File: src/rtl/sdram_arbit.sv
// -----------------------------------------------------------------------------
// sdram_arbit - command arbiter for the 100 MHz SDRAM controller.
//
// Sequences the init, auto-refresh, write and read sub-modules and hands one of
// them at a time the SDRAM command/address/bank pins. Priority is
// refresh > write > read. Once granted, an owner keeps the bus until it pulses
// its end flag; nothing pre-empts it. A watchdog returns the bus to
// arbitration if an owner holds it for TIMEOUT_CYC cycles.
//
// Optional build macro:
//   ARB_RR_EN - alternate write/read priority when both are requesting.
//               Refresh always stays highest.
//
// Ports:
//   sclk, s_rst                  clock, synchronous active-high reset
//   flag_init_end                init done (level)
//   init_cmd/init_addr           init module command / address
//   ref_req/flag_ref_end         refresh request (level) / done (pulse)
//   ref_cmd/ref_addr, ref_en     refresh command / address, grant pulse
//   wr_req/flag_wr_end           write request (level) / done (pulse)
//   wr_cmd/wr_addr/wr_bank       write command / address / bank
//   wr_data, wr_en               write data, grant pulse
//   rd_req/flag_rd_end           read request (level) / done (pulse)
//   rd_cmd/rd_addr/rd_bank       read command / address / bank
//   rd_en                        read grant pulse
//   sdram_cke, sdram_*_n         clock enable, command pins
//   sdram_bank, sdram_addr       bank and address pins
//   sdram_dq_out, sdram_dq_oe    DQ drive value and output enable
//   err_timeout                  watchdog fired (pulse)
// -----------------------------------------------------------------------------
// state   | meaning
// --------+---------------------------------------------------------
// S_INIT  | init module owns the pins, waiting for flag_init_end
// S_ARBIT | bus idle, NOP on pins, choosing the next owner
// S_AREF  | refresh module owns the pins
// S_WRITE | write module owns the pins, DQ driven
// S_READ  | read module owns the pins
// -----------------------------------------------------------------------------
module sdram_arbit #(
    parameter int TIMEOUT_CYC = 1023,
    parameter int TO_W        = 10
) (
    input  logic        sclk,
    input  logic        s_rst,
    input  logic        flag_init_end,
    input  logic [3:0]  init_cmd,
    input  logic [12:0] init_addr,
    input  logic        ref_req,
    input  logic        flag_ref_end,
    input  logic [3:0]  ref_cmd,
    input  logic [12:0] ref_addr,
    output logic        ref_en,
    input  logic        wr_req,
    input  logic        flag_wr_end,
    input  logic [3:0]  wr_cmd,
    input  logic [12:0] wr_addr,
    input  logic [1:0]  wr_bank,
    input  logic [15:0] wr_data,
    output logic        wr_en,
    input  logic        rd_req,
    input  logic        flag_rd_end,
    input  logic [3:0]  rd_cmd,
    input  logic [12:0] rd_addr,
    input  logic [1:0]  rd_bank,
    output logic        rd_en,
    output logic        sdram_cke,
    output logic        sdram_cs_n,
    output logic        sdram_ras_n,
    output logic        sdram_cas_n,
    output logic        sdram_we_n,
    output logic [1:0]  sdram_bank,
    output logic [12:0] sdram_addr,
    output logic [15:0] sdram_dq_out,
    output logic        sdram_dq_oe,
    output logic        err_timeout
);

    typedef enum logic [4:0] {
        S_INIT  = 5'b00001,
        S_ARBIT = 5'b00010,
        S_AREF  = 5'b00100,
        S_WRITE = 5'b01000,
        S_READ  = 5'b10000
    } state_t;

    localparam logic [3:0]      CMD_NOP = 4'b0111;
    // The grant cycle counts as the first held cycle, so the last permitted
    // cycle is the one where the counter shows TIMEOUT_CYC-1.
    localparam logic [TO_W-1:0] WD_LAST = TO_W'(TIMEOUT_CYC - 1);

    state_t          state_q, state_d;
    logic [TO_W-1:0] wd_q, wd_d;
    logic            ref_en_q, ref_en_d;
    logic            wr_en_q, wr_en_d;
    logic            rd_en_q, rd_en_d;
    logic            err_q, err_d;
    logic            cke_q;
    logic            wd_expired;
    logic            owner_d;
    logic            rd_first;

`ifdef ARB_RR_EN
    logic last_wr_q, last_wr_d;
    assign rd_first = rd_req && last_wr_q;
`else
    assign rd_first = 1'b0;
`endif

    assign wd_expired = (wd_q == WD_LAST);

    always_comb begin
        state_d = state_q;
        unique case (state_q)
            S_INIT:  if (flag_init_end) state_d = S_ARBIT;
            S_ARBIT: begin
                if (ref_req)                   state_d = S_AREF;
                else if (wr_req && !rd_first)  state_d = S_WRITE;
                else if (rd_req)               state_d = S_READ;
            end
            S_AREF:  if (flag_ref_end || wd_expired) state_d = S_ARBIT;
            S_WRITE: if (flag_wr_end  || wd_expired) state_d = S_ARBIT;
            S_READ:  if (flag_rd_end  || wd_expired) state_d = S_ARBIT;
            default: state_d = S_INIT;
        endcase

        owner_d = (state_d == S_AREF) || (state_d == S_WRITE) || (state_d == S_READ);
        wd_d    = (owner_d && (state_d == state_q)) ? wd_q + 1'b1 : '0;
        // Registered so the pulse lands on the stuck owner's final cycle.
        err_d   = owner_d && (wd_d == WD_LAST);

        ref_en_d = (state_q == S_ARBIT) && (state_d == S_AREF);
        wr_en_d  = (state_q == S_ARBIT) && (state_d == S_WRITE);
        rd_en_d  = (state_q == S_ARBIT) && (state_d == S_READ);

`ifdef ARB_RR_EN
        last_wr_d = last_wr_q;
        if (wr_en_d)      last_wr_d = 1'b1;
        else if (rd_en_d) last_wr_d = 1'b0;
`endif
    end

    always_ff @(posedge sclk) begin
        if (s_rst) begin
            state_q  <= S_INIT;
            wd_q     <= '0;
            ref_en_q <= 1'b0;
            wr_en_q  <= 1'b0;
            rd_en_q  <= 1'b0;
            err_q    <= 1'b0;
            cke_q    <= 1'b0;
`ifdef ARB_RR_EN
            last_wr_q <= 1'b0;
`endif
        end else begin
            state_q  <= state_d;
            wd_q     <= wd_d;
            ref_en_q <= ref_en_d;
            wr_en_q  <= wr_en_d;
            rd_en_q  <= rd_en_d;
            err_q    <= err_d;
            cke_q    <= 1'b1;
`ifdef ARB_RR_EN
            last_wr_q <= last_wr_d;
`endif
        end
    end

    // Pin mux keyed only by the registered state, never by request inputs.
    logic [3:0]  cmd_mux;
    logic [12:0] addr_mux;
    logic [1:0]  bank_mux;

    always_comb begin
        cmd_mux  = CMD_NOP;
        addr_mux = '0;
        bank_mux = '0;
        unique case (state_q)
            S_INIT:  begin cmd_mux = init_cmd; addr_mux = init_addr; end
            S_AREF:  begin cmd_mux = ref_cmd;  addr_mux = ref_addr;  end
            S_WRITE: begin cmd_mux = wr_cmd;   addr_mux = wr_addr; bank_mux = wr_bank; end
            S_READ:  begin cmd_mux = rd_cmd;   addr_mux = rd_addr; bank_mux = rd_bank; end
            default: ;
        endcase
    end

    assign {sdram_cs_n, sdram_ras_n, sdram_cas_n, sdram_we_n} = cmd_mux;
    assign sdram_addr   = addr_mux;
    assign sdram_bank   = bank_mux;
    assign sdram_dq_out = wr_data;
    assign sdram_dq_oe  = (state_q == S_WRITE);
    assign sdram_cke    = cke_q;
    assign ref_en       = ref_en_q;
    assign wr_en        = wr_en_q;
    assign rd_en        = rd_en_q;
    assign err_timeout  = err_q;

endmodule
File: config.mk
export PLATFORM = sky130hd
export DESIGN_NAME = sdram_arbit
export DESIGN_NICKNAME = d
export VERILOG_FILES = /design/src/rtl/sdram_arbit.sv
export SDC_FILE = /design/constraint.sdc
export NUM_CORES = 1
export LEC_CHECK = 0
export ABC_AREA = 1
export ABC_CLOCK_PERIOD_IN_PS = 3750
export CAP_MARGIN = 10
export CORE_ASPECT_RATIO = 0.75
export CORE_UTILIZATION = 30
export DETAILED_ROUTE_END_ITERATION = 10
export PLACE_DENSITY = 0.87
export SYNTH_ARGS = -nofsm -noshare
export SYNTH_HDL_FRONTEND = slang
export SYNTH_SLANG_ARGS = --single-unit
File: constraint.sdc
create_clock -name sclk -period 3.75 [get_ports sclk]
set_clock_uncertainty 0.15 [all_clocks]
set_input_delay 0.9375 -clock sclk [delete_from_list [all_inputs] [get_ports sclk]]
set_output_delay 0.9375 -clock sclk [all_outputs]
set_load 0.005 [all_outputs]
---- Yosys cells after proc, flatten, opt, wreduce, memory -nomap -nowiden ----
Cells that the tools add are included.
storage, ports and cells
  flip-flop bits (word level) ............. 20
  bits of input ports ..................... 97
  output and inout bits ................... 41
  logic and storage cells ................. 42
cells by class
  $add $sub $neg .......................... 1
  equal/unequal tests ..................... 11
  muxes and demuxes ....................... 13
  reduce and logical (&&, ||, !) cells .... 10
operators with widths
  kind                                                 count
  case mux 13 bit (4 select lines)                     1
  2-to-1 mux 5 bit                                     7
  case mux 5 bit (5 select lines)                      1
  equality test 10 bit, second input constant          2
  case mux 4 bit (4 select lines)                      1
  adder 10 x 1 -> 10 bit, second input constant        1
  equality test 5 x 3 -> 1 bit, second input constant  2
  equality test 5 x 4 -> 1 bit, second input constant  2
  equality test 5 bit, second input constant           2
  2-to-1 mux 10 bit                                    1
  equality test 5 x 1 -> 1 bit, second input constant  1
  equality test 5 x 2 -> 1 bit, second input constant  1
  equality test 5 bit                                  1
  logical AND 1 bit                                    5
  logical OR 1 bit                                     5
  case mux 2 bit (2 select lines)                      1
  2-to-1 mux 1 bit                                     1

---- Depth between registers and ports, before layout ----
  depth after elaboration ................. 11
  gate-level depth with buffers ........... 12
  depth with buffers taken out ............ 12

---- Worst setup path after synthesis ----
OpenSTA, ideal clock, no wires.
  path kind ............................... reg-to-output
  start ................................... reg state_q[2]
  end ..................................... out sdram_addr[10]
  arrival time ............................ 1.180 ns
  data required time ...................... 2.663 ns
  path slack .............................. 1.483 ns
  cell stages (with the launch flop) ...... 8
  buffers on the path ..................... 2
  cells stage by stage .................... dfxtp_1 > nor2_2 > nand3_1 > inv_1 > buf_2 > buf_2 > nand2_1 > nand4_1
on the way
  longest elaborated chain between the ends .. 2
  elaborated cells on any way between the ends .. 5
  classes of those cells .................. 4 x eq/ne; 1 x mux
ends and longest elaborated chain
  what                                         RTL line  text
  from (decl)                                  91        state_t state_q, state_d;
  from (signal assigned)                       155       state_q <= state_d;
  equality test 5 bit (tied with other cells)  177       unique case (state_q)
  case mux 13 bit (4 select lines) *           177
  to (decl)                                    72        output logic [12:0] sdram_addr,
Mark *: on every way between the ends. The rest lies on a longest branch, timed or not.

---- Final worst setup path ----
  start ................................... reg state_q[2]
  end ..................................... out sdram_ras_n
on the way
  longest elaborated chain between the ends .. 2
  elaborated cells on any way between the ends .. 5
  classes of those cells .................. 4 x eq/ne; 1 x mux
ends and longest elaborated chain
  what                                         RTL line  text
  equality test 5 bit (tied with other cells)  177
  case mux 4 bit (4 select lines) *            177
  to (decl)                                    68        output logic sdram_ras_n,
Marked as above.

==> results.md <==
- Arr. time, crit path: 2.24 ns
- DPL Wire Length: 4250 um
- Class of the worst hold path: flip-flop to flip-flop
- Post-synth EDFFs: 0
- Mean post-synth cell area: 6.02 um^2
- Crit Path Class: flip-flop to output pin
- Worst Path Max Fanout: 21
- Ranking of synthesized cells by area: dfxtp_1 (25%), nand2_1 (24%), nand4_1 (7.9%)
- Die Span X: 85.9 um
- Seq/Total Area, Yosys: 0.253
- Most numerous cell in the Yosys netlist: nand2_1
- Area of the core: 4980 um^2
- Pins Over Slew Limit: 0
- Clk pwr share: 0.267
- Fin. Hold Viols: 0
- Total CTS buffers: 3
- DR iter-0 viols: 130
- Max-cap check violation count: 0
- DRC: 0
- Initial antenna violation count: 0
- Largest area contributor in the netlist: dfxtp_1
- # clock sinks: 20
- RSZ-0062 raised after global routing: false
- Initial Util: 0.318
- Clk root buf: clkbuf_8
- Post-layout nets: 451
- Synthesis Warnings: 0
- Status: finished, final reports clean
- VDD IR max: 0.000152 V
- RePlAce Congestion: 0.919
- Vias in the first global route: 1860
- Register share of total power: 0.366
- Internal: 448 uW
- Switching power: 155 uW
- Switching share of power: 0.257
- Final ANT Viol Nets: 0
- Gr ovfl total: 0
- P_leak: 0.00105 uW
- Post-synth top cells: nand2_1 (101), nor2_1 (30), inv_1 (22), dfxtp_1 (20), nand4_1 (20)
- GRT Util Overall: 0.193
- Fraction of registers with async set/reset: 0
- Max_slew headroom: 0.551
- Row cnt: 22
- 1st-pass router iterations: 5
- Slew @ Worst Pin: 0.673 ns
- Largest net degree at the start of global routing: 22
- Die ar.: 5580 um^2
- Share of cells above drive strength 1: 0.0541
- H-Tree Depth: 1
- Syn Nets: 362
- Gates resized, CTS repair: 0
- Setup crit end kind: output pin
- Number of port buffers: 105
- #FFs+latches synth: 20
- Top cell type's share of synthesized area: 0.253
- Synth Cell Area: 1580 um^2
- Final setup viols: 0
- Routed length per instance: 12.6 um
- Final Critical Period: 3.33 ns
- Post-synthesis cell type count: 27
- Clock tree buffer depth: 2
- # fillers: 492
- Fmax: 0.300 GHz
- P&R area growth vs syn: 66.8%
- First-pass GRT wire length: 8470 um
- Combinational power share: 0.367
- Hold slack final: 0.330 ns
- Clk_lat worst skew: 0.25 ns
- Ports: 138
- Final period util: 0.888
- Top FF cell, synth: dfxtp_1
- Postcts setup bufs: 0
- CTS tree: yes
- Hold buffers post-CTS: 0
- Via-to-Cell Ratio: 4.67
- Via Count: 1976
- Worst-path clk slew: 0.07 ns
- Worst EP required: 2.66 ns
- N_diodes: 0
- Routed WL: 5320 um
- Chip Height: 64.9 um
- P per Cell Area: 228 nW/um^2
- Post-synthesis cell count: 263
- Sum Neg Setup Slack: 0 ns
- CP Launch Type: flip-flop
final cells by class:
class | count | area (um^2) | share of cell area
Clock buffer | 4 | 55.1 | 0.0208
Inverter | 23 | 86.3 | 0.0327
Multi-Input combinational cell | 197 | 945 | 0.357
Sequential cell | 20 | 400 | 0.152
Tap cell | 72 | 90.1 | 0.0341
Timing Repair Buffer | 107 | 1070 | 0.403
sequential cells by signal, summed over array words and instances (netlist names):
| register | cells |
|---|---|
| wd_q | 10 |
| state_q | 5 |
| err_timeout | 1 |
| rd_en | 1 |
| ref_en | 1 |
| sdram_cke | 1 |
| wr_en | 1 |
power by group through the flow:
stage	sequential (uW)	clock, uW	combinational, uW
2_1_floorplan	225	0	84.5
3_3_place_gp	225	0	219
3_5_place_dp	225	0	221
4_1_cts	220	168	222
5_1_grt	221	177	238
6_report	220	161	221
kinds of logic after synthesis:
| kind of cell | synth area share |
|---|---|
| compound gates | 0.0466 |
| fa+ha+maj | 0.0158 |
| flops | 0.253 |
| buf+inv | 0.151 |
| xor+xnor | 0.0221 |
| simple gates | 0.512 |
per-stage QoR:
step	instances	setup WS (ns)	utilization	cell area, um^2	total power (uW)
3_5_place_dp	419	0.530	0.519	2590	446
4_1_cts	423	0.356	0.530	2640	610
3_3_place_gp	419	0.511	0.519	2590	444
6_report	423	0.419	0.530	2640	603
2_1_floorplan	263	1.48	-	1580	309
5_1_grt	423	0.196	0.530	2640	637
final timing paths:
path / from / end / slack [ns] / depth (start not counted)
hold reg to reg: wd_q[0] / wd_q[0] / 0.33 / 1
setup reg to reg: state_q[2] / wd_q[5] / 1.63 / 9
setup / recovery: state_q[2] / sdram_ras_n / 0.42 / 6
hold / removal: wd_q[0] / wd_q[0] / 0.33 / 1
critical path: stages, from the launching register on:
cell             delay [ns]
dfxtp_1                0.35
nor2_2                 0.20
nand3_1                0.12
inv_1                  0.51
a21oi_1                0.18
nand4_1                0.11
clkdlybuf4s50_1        0.51
layout by cell type (no fill, tap or decap):
cell type,n
nor3_1,3
clkbuf_8,4
a21oi_1,5
nand3_2,2
xnor2_1,2
dfxtp_1,20
o22ai_1,1
or2_2,1
nand4_4,1
nor2_4,2
buf_4,2
nand2_1,101
nor2_1,30
clkdlybuf4s50_1,105
o211ai_1,1
inv_1,22
nor2_2,3
inv_2,1
nand4_1,20
nand2_2,2
xor2_1,2
o21bai_1,1
nand3_1,13
a22o_1,2
ha_1,2
nand4_2,1
o21ai_0,2
layer usage:
layer	global-route usage	vias to the layer above	wire, um
met4	0.0292	0	31
met5	0	-	0
met1	0.214	890	2140
li1	-	999	-
met3	0.0624	4	484
met2	0.363	83	2670
Note: power is estimated with default switching activity, not from simulation.
